--- src/rtl/map_collision_probe_if.sv ---
// Request, ROM tile-port and result signals of the map collision probe.
// The slave view belongs to the probe, the master view to its environment.
interface map_collision_probe_if;
    logic        req_valid;
    logic        req_ready;
    logic [10:0] req_x;
    logic [10:0] req_y;
    logic [15:0] map_addr;
    logic [3:0]  map_data;
    logic        rsp_valid;
    logic        rsp_blocked;
    logic [4:0]  rsp_hit_mask;
    logic [3:0]  rsp_tile;

    modport slave (
        input  req_valid, req_x, req_y, map_data,
        output req_ready, map_addr, rsp_valid, rsp_blocked, rsp_hit_mask, rsp_tile
    );

    modport master (
        output req_valid, req_x, req_y, map_data,
        input  req_ready, map_addr, rsp_valid, rsp_blocked, rsp_hit_mask, rsp_tile
    );
endinterface

--- src/rtl/map_collision_probe.sv ---
// Probes the bounding-box corners of a candidate object position against the map ROM
// and reports whether it is blocked. Define PROBE_CENTER_EN to add a fifth, centre probe.
module map_collision_probe #(
    parameter int         OBJ_W     = 32,
    parameter int         OBJ_H     = 32,
    parameter int         SCALE_SH  = 2,
    parameter int         MAP_W     = 256,
    parameter int         MAP_H     = 192,
    parameter logic [3:0] SOLID_MIN = 4'h1,
    parameter int         ROM_LAT   = 1
) (
    input  logic                 clk,
    input  logic                 rst_n,
    map_collision_probe_if.slave bus
);

`ifdef PROBE_CENTER_EN
    localparam int NPROBE = 5;
`else
    localparam int NPROBE = 4;
`endif

    // ROM_LAT must be at least 1: the drain phase and tag pipeline assume a registered ROM.
    localparam int              LAT_W      = (ROM_LAT > 1) ? $clog2(ROM_LAT) : 1;
    localparam logic [2:0]      LAST_IDX   = 3'(NPROBE - 1);
    localparam logic [LAT_W-1:0] DRAIN_LAST = LAT_W'(ROM_LAT - 1);
    localparam logic [11:0]     OFF_RX     = 12'(OBJ_W - 1);
    localparam logic [11:0]     OFF_BY     = 12'(OBJ_H - 1);
    localparam logic [11:0]     MAP_W12    = 12'(MAP_W);
    localparam logic [11:0]     MAP_H12    = 12'(MAP_H);
`ifdef PROBE_CENTER_EN
    localparam logic [11:0]     OFF_CX     = 12'(OBJ_W / 2);
    localparam logic [11:0]     OFF_CY     = 12'(OBJ_H / 2);
`endif

    typedef enum logic [1:0] {IDLE, ISSUE, DRAIN, DONE} state_t;

    state_t                     state;
    state_t                     state_next;
    logic [10:0]                x_lat;
    logic [10:0]                y_lat;
    logic [2:0]                 issue_idx;
    logic [15:0]                addr_q;
    logic                       oob_q;
    logic [LAT_W-1:0]           drain_cnt;
    logic [ROM_LAT-1:0]         tag_valid;
    logic [ROM_LAT-1:0]         tag_oob;
    logic [ROM_LAT-1:0][2:0]    tag_idx;
    logic [4:0]                 mask_acc;
    logic [3:0]                 tile_acc;
    logic [4:0]                 rsp_mask_q;
    logic [3:0]                 rsp_tile_q;

    logic [2:0]                 sel_idx;
    logic [11:0]                sel_x;
    logic [11:0]                sel_y;
    logic [11:0]                pt_x;
    logic [11:0]                pt_y;
    logic [11:0]                cell_x;
    logic [11:0]                cell_y;
    logic                       pt_oob;
    logic [15:0]                pt_addr;

    logic                       samp_valid;
    logic                       samp_oob;
    logic [2:0]                 samp_idx;
    logic [3:0]                 samp_code;
    logic                       samp_hit;
    logic [4:0]                 mask_next;
    logic [3:0]                 tile_next;

    // Address of the probe that goes on the bus next: probe 0 from the live request
    // while idle, otherwise the successor of the probe currently issued.
    always_comb begin
        sel_idx = 3'd0;
        sel_x   = {1'b0, bus.req_x};
        sel_y   = {1'b0, bus.req_y};
        if (state != IDLE) begin
            sel_idx = issue_idx + 3'd1;
            sel_x   = {1'b0, x_lat};
            sel_y   = {1'b0, y_lat};
        end
        pt_x = sel_x;
        pt_y = sel_y;
        case (sel_idx)
            3'd1: pt_x = sel_x + OFF_RX;
            3'd2: pt_y = sel_y + OFF_BY;
            3'd3: begin
                pt_x = sel_x + OFF_RX;
                pt_y = sel_y + OFF_BY;
            end
`ifdef PROBE_CENTER_EN
            3'd4: begin
                pt_x = sel_x + OFF_CX;
                pt_y = sel_y + OFF_CY;
            end
`endif
            default: ;
        endcase
        cell_x  = pt_x >> SCALE_SH;
        cell_y  = pt_y >> SCALE_SH;
        pt_oob  = (cell_x >= MAP_W12) || (cell_y >= MAP_H12);
        pt_addr = pt_oob ? 16'h0000 : {cell_y[7:0], cell_x[7:0]};
    end

    // Classify the ROM word returning now; probes arrive in index order, so the first
    // blocked one seen supplies the reported tile code.
    always_comb begin
        samp_valid = tag_valid[ROM_LAT-1];
        samp_oob   = tag_oob[ROM_LAT-1];
        samp_idx   = tag_idx[ROM_LAT-1];
        samp_code  = samp_oob ? 4'hF : bus.map_data;
        samp_hit   = samp_valid && (samp_oob || (samp_code >= SOLID_MIN));
        mask_next  = mask_acc;
        tile_next  = tile_acc;
        if (samp_hit) begin
            if (mask_acc == 5'd0) begin
                tile_next = samp_code;
            end
            mask_next = mask_acc | (5'd1 << samp_idx);
        end
    end

    always_comb begin
        state_next = state;
        case (state)
            IDLE:    if (bus.req_valid) state_next = ISSUE;
            ISSUE:   if (issue_idx == LAST_IDX) state_next = DRAIN;
            DRAIN:   if (drain_cnt == DRAIN_LAST) state_next = DONE;
            DONE:    state_next = IDLE;
            default: state_next = IDLE;
        endcase
    end

    always_ff @(posedge clk or negedge rst_n) begin
        if (!rst_n) begin
            state      <= IDLE;
            x_lat      <= '0;
            y_lat      <= '0;
            issue_idx  <= '0;
            addr_q     <= '0;
            oob_q      <= 1'b0;
            drain_cnt  <= '0;
            tag_valid  <= '0;
            tag_oob    <= '0;
            tag_idx    <= '0;
            mask_acc   <= '0;
            tile_acc   <= '0;
            rsp_mask_q <= '0;
            rsp_tile_q <= '0;
        end else begin
            state     <= state_next;
            mask_acc  <= mask_next;
            tile_acc  <= tile_next;

            tag_valid[0] <= (state == ISSUE);
            tag_oob[0]   <= oob_q;
            tag_idx[0]   <= issue_idx;
            for (int i = 1; i < ROM_LAT; i++) begin
                tag_valid[i] <= tag_valid[i-1];
                tag_oob[i]   <= tag_oob[i-1];
                tag_idx[i]   <= tag_idx[i-1];
            end

            case (state)
                IDLE: begin
                    if (bus.req_valid) begin
                        x_lat     <= bus.req_x;
                        y_lat     <= bus.req_y;
                        addr_q    <= pt_addr;
                        oob_q     <= pt_oob;
                        issue_idx <= 3'd0;
                        drain_cnt <= '0;
                        mask_acc  <= '0;
                        tile_acc  <= '0;
                    end
                end
                ISSUE: begin
                    if (issue_idx != LAST_IDX) begin
                        addr_q    <= pt_addr;
                        oob_q     <= pt_oob;
                        issue_idx <= issue_idx + 3'd1;
                    end
                end
                DRAIN: drain_cnt <= drain_cnt + 1'b1;
                default: ;
            endcase

            if ((state == DRAIN) && (state_next == DONE)) begin
                rsp_mask_q <= mask_next;
                rsp_tile_q <= tile_next;
            end
        end
    end

    assign bus.req_ready = (state == IDLE);
    assign bus.map_addr  = addr_q;
    assign bus.rsp_valid = (state == DONE);
    assign bus.rsp_tile  = rsp_tile_q;
`ifdef PROBE_CENTER_EN
    assign bus.rsp_hit_mask = rsp_mask_q;
`else
    assign bus.rsp_hit_mask = {1'b0, rsp_mask_q[3:0]};
`endif
    assign bus.rsp_blocked = |bus.rsp_hit_mask;

endmodule

--- src/flat_wrapper.sv ---
// flat-port wrapper written by rule: the top's interface ports become plain ports
module map_collision_probe_flat 
#(
    parameter int         OBJ_W     = 32,
    parameter int         OBJ_H     = 32,
    parameter int         SCALE_SH  = 2,
    parameter int         MAP_W     = 256,
    parameter int         MAP_H     = 192,
    parameter logic [3:0] SOLID_MIN = 4'h1,
    parameter int         ROM_LAT   = 1
)
  (clk, rst_n, bus_req_valid, bus_req_x, bus_req_y, bus_map_data, bus_req_ready, bus_map_addr, bus_rsp_valid, bus_rsp_blocked, bus_rsp_hit_mask, bus_rsp_tile);
  map_collision_probe_if bus_i ();
  input  logic clk;
  input  logic rst_n;
  input wire logic [$bits(bus_i.req_valid)-1:0] bus_req_valid;
  input wire logic [$bits(bus_i.req_x)-1:0] bus_req_x;
  input wire logic [$bits(bus_i.req_y)-1:0] bus_req_y;
  input wire logic [$bits(bus_i.map_data)-1:0] bus_map_data;
  output wire logic [$bits(bus_i.req_ready)-1:0] bus_req_ready;
  output wire logic [$bits(bus_i.map_addr)-1:0] bus_map_addr;
  output wire logic [$bits(bus_i.rsp_valid)-1:0] bus_rsp_valid;
  output wire logic [$bits(bus_i.rsp_blocked)-1:0] bus_rsp_blocked;
  output wire logic [$bits(bus_i.rsp_hit_mask)-1:0] bus_rsp_hit_mask;
  output wire logic [$bits(bus_i.rsp_tile)-1:0] bus_rsp_tile;
  assign bus_i.req_valid = bus_req_valid;
  assign bus_i.req_x = bus_req_x;
  assign bus_i.req_y = bus_req_y;
  assign bus_i.map_data = bus_map_data;
  assign bus_req_ready = bus_i.req_ready;
  assign bus_map_addr = bus_i.map_addr;
  assign bus_rsp_valid = bus_i.rsp_valid;
  assign bus_rsp_blocked = bus_i.rsp_blocked;
  assign bus_rsp_hit_mask = bus_i.rsp_hit_mask;
  assign bus_rsp_tile = bus_i.rsp_tile;
  map_collision_probe #(.OBJ_W(OBJ_W), .OBJ_H(OBJ_H), .SCALE_SH(SCALE_SH), .MAP_W(MAP_W), .MAP_H(MAP_H), .SOLID_MIN(SOLID_MIN), .ROM_LAT(ROM_LAT)) u_core (.clk(clk), .rst_n(rst_n), .bus(bus_i));
endmodule
--- config.mk ---
export PLATFORM = sky130hd
export DESIGN_NAME = map_collision_probe_flat
export DESIGN_NICKNAME = d
export VERILOG_FILES = /design/src/rtl/map_collision_probe_if.sv /design/src/rtl/map_collision_probe.sv /design/src/flat_wrapper.sv
export SDC_FILE = /design/constraint.sdc
export NUM_CORES = 1
export LEC_CHECK = 0
export ABC_CLOCK_PERIOD_IN_PS = 2300
export CELL_PAD_IN_SITES_DETAIL_PLACEMENT = 0
export CELL_PAD_IN_SITES_GLOBAL_PLACEMENT = 1
export CORE_AREA = 8 8 102 104
export CTS_BUF_LIST = sky130_fd_sc_hd__clkbuf_16
export CTS_CLUSTER_DIAMETER = 150
export CTS_CLUSTER_SIZE = 24
export DETAILED_ROUTE_END_ITERATION = 16
export DIE_AREA = 0 0 110 112
export PLACE_DENSITY_LB_ADDON = 0.1
export SLEW_MARGIN = 20
export SYNTH_ARGS = -nofsm -noshare
export SYNTH_HDL_FRONTEND = slang
export SYNTH_SLANG_ARGS = --single-unit
--- constraint.sdc ---
create_clock -name clk -period 2.3 [get_ports clk]
set_input_delay 0.46 -clock clk [delete_from_list [all_inputs] [get_ports clk]]
set_output_delay 0.46 -clock clk [all_outputs]
set_load 0.05 [all_outputs]
==> run_results.csv <==
group,metric,value,unit
yosys,ys_top_cells_by_area,"sky130_fd_sc_hd__dfrtp_1, sky130_fd_sc_hd__mux2_2, sky130_fd_sc_hd__nand2_1, sky130_fd_sc_hd__o21ai_0, sky130_fd_sc_hd__a22o_2",
yosys,synth_cells,292,
clock_tree,clkTransAtPathRegs,60,ps
place,place_inst,462,
sta,final_critical_path_setup_slack,127,ps
cells_and_area,antennaDiodeCount,0,
routing,antenna_violating_nets_post_route,0,
run_status,outcome,"finished, final reports clean",
yosys,synth-simple-area-share,15.3,%
sta,drv_slew,0,
routing,route.detailed.drc,0,
sta,report.final.setup_viol,0,
grt,globalRouteOverflowTotal,0,
yosys,netlist.top_cell.by_area,"sky130_fd_sc_hd__dfrtp_1",
floorplan,core_area,8890,um^2
floorplan,die-width,110,um
setup_path,critPathRequiredTime,2520,ps
yosys,synthDistinctLibCells,48,
yosys,synthTopCellsByCount,"sky130_fd_sc_hd__dfrtp_1, sky130_fd_sc_hd__nand2_1, sky130_fd_sc_hd__mux2_2, sky130_fd_sc_hd__nor2_1, sky130_fd_sc_hd__o21ai_0",
yosys,share_of_synthesized_flip_flops_with_an_asynchronous_set_or_reset,100,%
routing,detailroute.via_count,2452,
yosys,main_combinational_cell_family_by_area_after_synthesis,"simple AND/OR/NAND/NOR gates",
sta,tightest_slew,614,ps
floorplan,die_h,112,um
cells_and_area,share_of_post_route_cells_with_drive_strength_above_1,23.1,%
floorplan,initial_core_util,35.5,%
power_and_ir_drop,worst_ir_drop_vdd,0.552,mV
routing,wl_per_cell,16.5,um
yosys,synth_nets,323,
setup_path,start_kind,"flop",
yosys,synth_largest_type_area_fraction,53.1,%
clock_tree,clock-sinks,67,
yosys,mappedNetlistArea,3160,um^2
yosys,synth_xor_xnor_area_share,1.94,%
place,place.gp.congestion,0.825,
clock_tree,clk-insertion-delay-late,330,ps
routing,detailedRoute.firstIterationViolations,60,
yosys,synthesis.area_per_instance,10.8,um^2
clock_tree,hold_buffer_count_at_cts,0,
clock_tree,cts-root-to-sink-buffers,2,
routing,drt-pass1-iter-count,4,
setup_path,endpoint_kind,"flop",
yosys,synth-seq-cells,67,
yosys,complex_gate_fraction_of_the_synthesized_area,13.9,%
yosys,synth-main-ff-cell,"sky130_fd_sc_hd__dfrtp_1",
sta,final.period_utilization,94.5,%
sta,finalClockSkew,5.99,ps
grt,grt_first_pass_wirelength,13000,um
sta,grt_setup_unrepaired,"no",
floorplan,die-area,12300,um^2
cells_and_area,finish.net_count,394,
worst_hold_path,hold_class,"input port to async pin",
yosys,post_synth_fa_ha_maj_area_fraction,0.792,%
sta,slew_headroom,59.1,%
place,placement.setup.worst_slack,-39.5,ps
cells_and_area,stdcell_count,479,
clock_tree,cts-root-buf,"sky130_fd_sc_hd__clkbuf_16",
sta,report.final.hold_viol_count,0,
yosys,yosys.cell_count.top_type,"sky130_fd_sc_hd__dfrtp_1",
sta,period_minus_slack,2170,ps
setup_path,critPathMaxFanout,8,
routing,detail_route.vias_per_cell,5.12,
setup_path,critPathKind,"flop to flop",
grt,grt_max_degree,32,
yosys,post_synth_mux_area_share,10.5,%
flow_run,maxCapViolCount,0,
yosys,yosys_warnings,0,
floorplan,placementRows,35,
sta,achievable-frequency,460,MHz
cells_and_area,syn_to_final_growth,36.4,%
clock_tree,clock_tree.htree_level_count,3,
grt,grt_usage,13.6,%
place,hpwlAfterDp,5730,um
power_and_ir_drop,power_per_cell_area,1680,nW/um^2
routing,wirelength,7890,um
grt,vias_in_the_first_global_route,2521,
clock_tree,cts_tree,"built",
place,io_buffers,55,
power_and_ir_drop,power.leakage,1.87,nW
yosys,number_of_flops_mapped_to_enable_cells_by_yosys,0,
grt,number_of_antenna_violations_at_the_first_check_in_global_routing,0,
clock_tree,cts_inserted_buffers,9,
yosys,seq_area_frac_synth,53.1,%
floorplan,boundaryPins,57,
setup_path,cp_data_arrival_time,2390,ps
cells in the final DEF, fill, tap and decap left out, drive strengths merged, types with 5 or more instances in the layout:
cell type,instances
a22o,12
nor2,20
a21oi,7
buf,27
o31ai,6
nand2,33
or2,5
nand3,7
a31oi,5
mux2,23
nor3,6
or3,5
mux2i,7
clkdlybuf4s50,51
clkbuf,9
o21ai,21
dfrtp,67
inv,8
worst max-delay path, stage by stage (launching register included):
cell,delay [ps]
sky130_fd_sc_hd__dfrtp_1,380
sky130_fd_sc_hd__ha_2,200
sky130_fd_sc_hd__ha_4,270
sky130_fd_sc_hd__buf_6,100
sky130_fd_sc_hd__nand3b_1,110
sky130_fd_sc_hd__nor3b_2,220
sky130_fd_sc_hd__nand3_1,130
sky130_fd_sc_hd__o211a_1,270
sky130_fd_sc_hd__buf_6,140
sky130_fd_sc_hd__a32o_1,240
power breakdown:
group	switching (mW)	total (mW)	internal (mW)
Combinational	2.11	3.65	1.55
Clock	0.527	1.47	0.945
Sequential	0.386	2.11	1.73
stage by stage:
| stage | area, um^2 | total power, mW | util, % | setup TNS, ps | hold WS, ps |
|---|---|---|---|---|---|
| after global placement | 3960 | 5.76 | 44.5 | -6.83 | 361 |
| after floorplan | 3160 | 4.54 | - | 0 | 164 |
| after global routing | 4310 | 7.73 | 48.5 | 0 | 188 |
| final | 4310 | 7.24 | 48.5 | 0 | 143 |
| after CTS | 4280 | 7.28 | 48.1 | 0 | 161 |
| after detailed placement | 3960 | 5.78 | 44.5 | -53.5 | 362 |
final cells by class:
class	instances	area, um^2
Sequential cell	67	1680
Fill cell	839	4580
Clock inverter	7	92.6
Inverter	8	30.0
Multi-Input combinational cell	199	1360
Clock buffer	9	225
Timing Repair Buffer	78	785
Tap cell	111	139
logic make-up (layout without fill, tap and decap cells):
kind of cell | Yosys count | count (layout)
AOI/OAI and AO/OA | 62 | 62
xor gates and xnor gates | 7 | 7
adders and majority gates | 2 | 2
buffers and inverters | 26 | 102
DFF | 67 | 67
muxes | 30 | 30
other | 1 | 1
and+or+nand+nor | 97 | 97
sequential cells by signal, summed over array words and instances, names as in the netlist:
signal               cells
u_core.bus.map_addr     16
u_core.x_lat            11
u_core.y_lat            11
u_core.mask_acc          5
u_core.bus.rsp_tile      4
u_core.rsp_mask_q        4
u_core.tile_acc          4
u_core.issue_idx         3
u_core.samp_idx          3
u_core.state             2
u_core.drain_cnt         1
u_core.oob_q             1
u_core.samp_oob          1
u_core.samp_valid        1
timing repair:
item | in CTS | in global routing
endpoints found under the setup margin | 0 | 3
gates resized for setup | 0 | 5
buffers inserted | 0 | 1
worst paths after layout:
path                                      from                 endpoint  slack (ps)  depth (start not counted)
max reg2reg                u_core.issue_idx[0]  u_core.bus.map_addr[13]         130                          9
max in group asynchronous                rst_n          u_core.x_lat[9]        1610                          2
min                                      rst_n       u_core.tile_acc[3]         140                          1
max                        u_core.issue_idx[0]  u_core.bus.map_addr[13]         130                          9
min reg2reg                       u_core.oob_q          u_core.samp_oob         370                          0
min in group clk                  u_core.oob_q          u_core.samp_oob         370                          0
metal layers:
| layer | GRT usage, % | up-vias | wire, um |
|---|---|---|---|
| li1 | - | 1191 | - |
| met3 | 3.76 | 11 | 424 |
| met2 | 21.7 | 46 | 3880 |
| met1 | 16.7 | 1204 | 3430 |
| met5 | 0 | - | 0 |
| met4 | 5.50 | 0 | 150 |
Note: power is estimated with default switching activity, not from simulation.
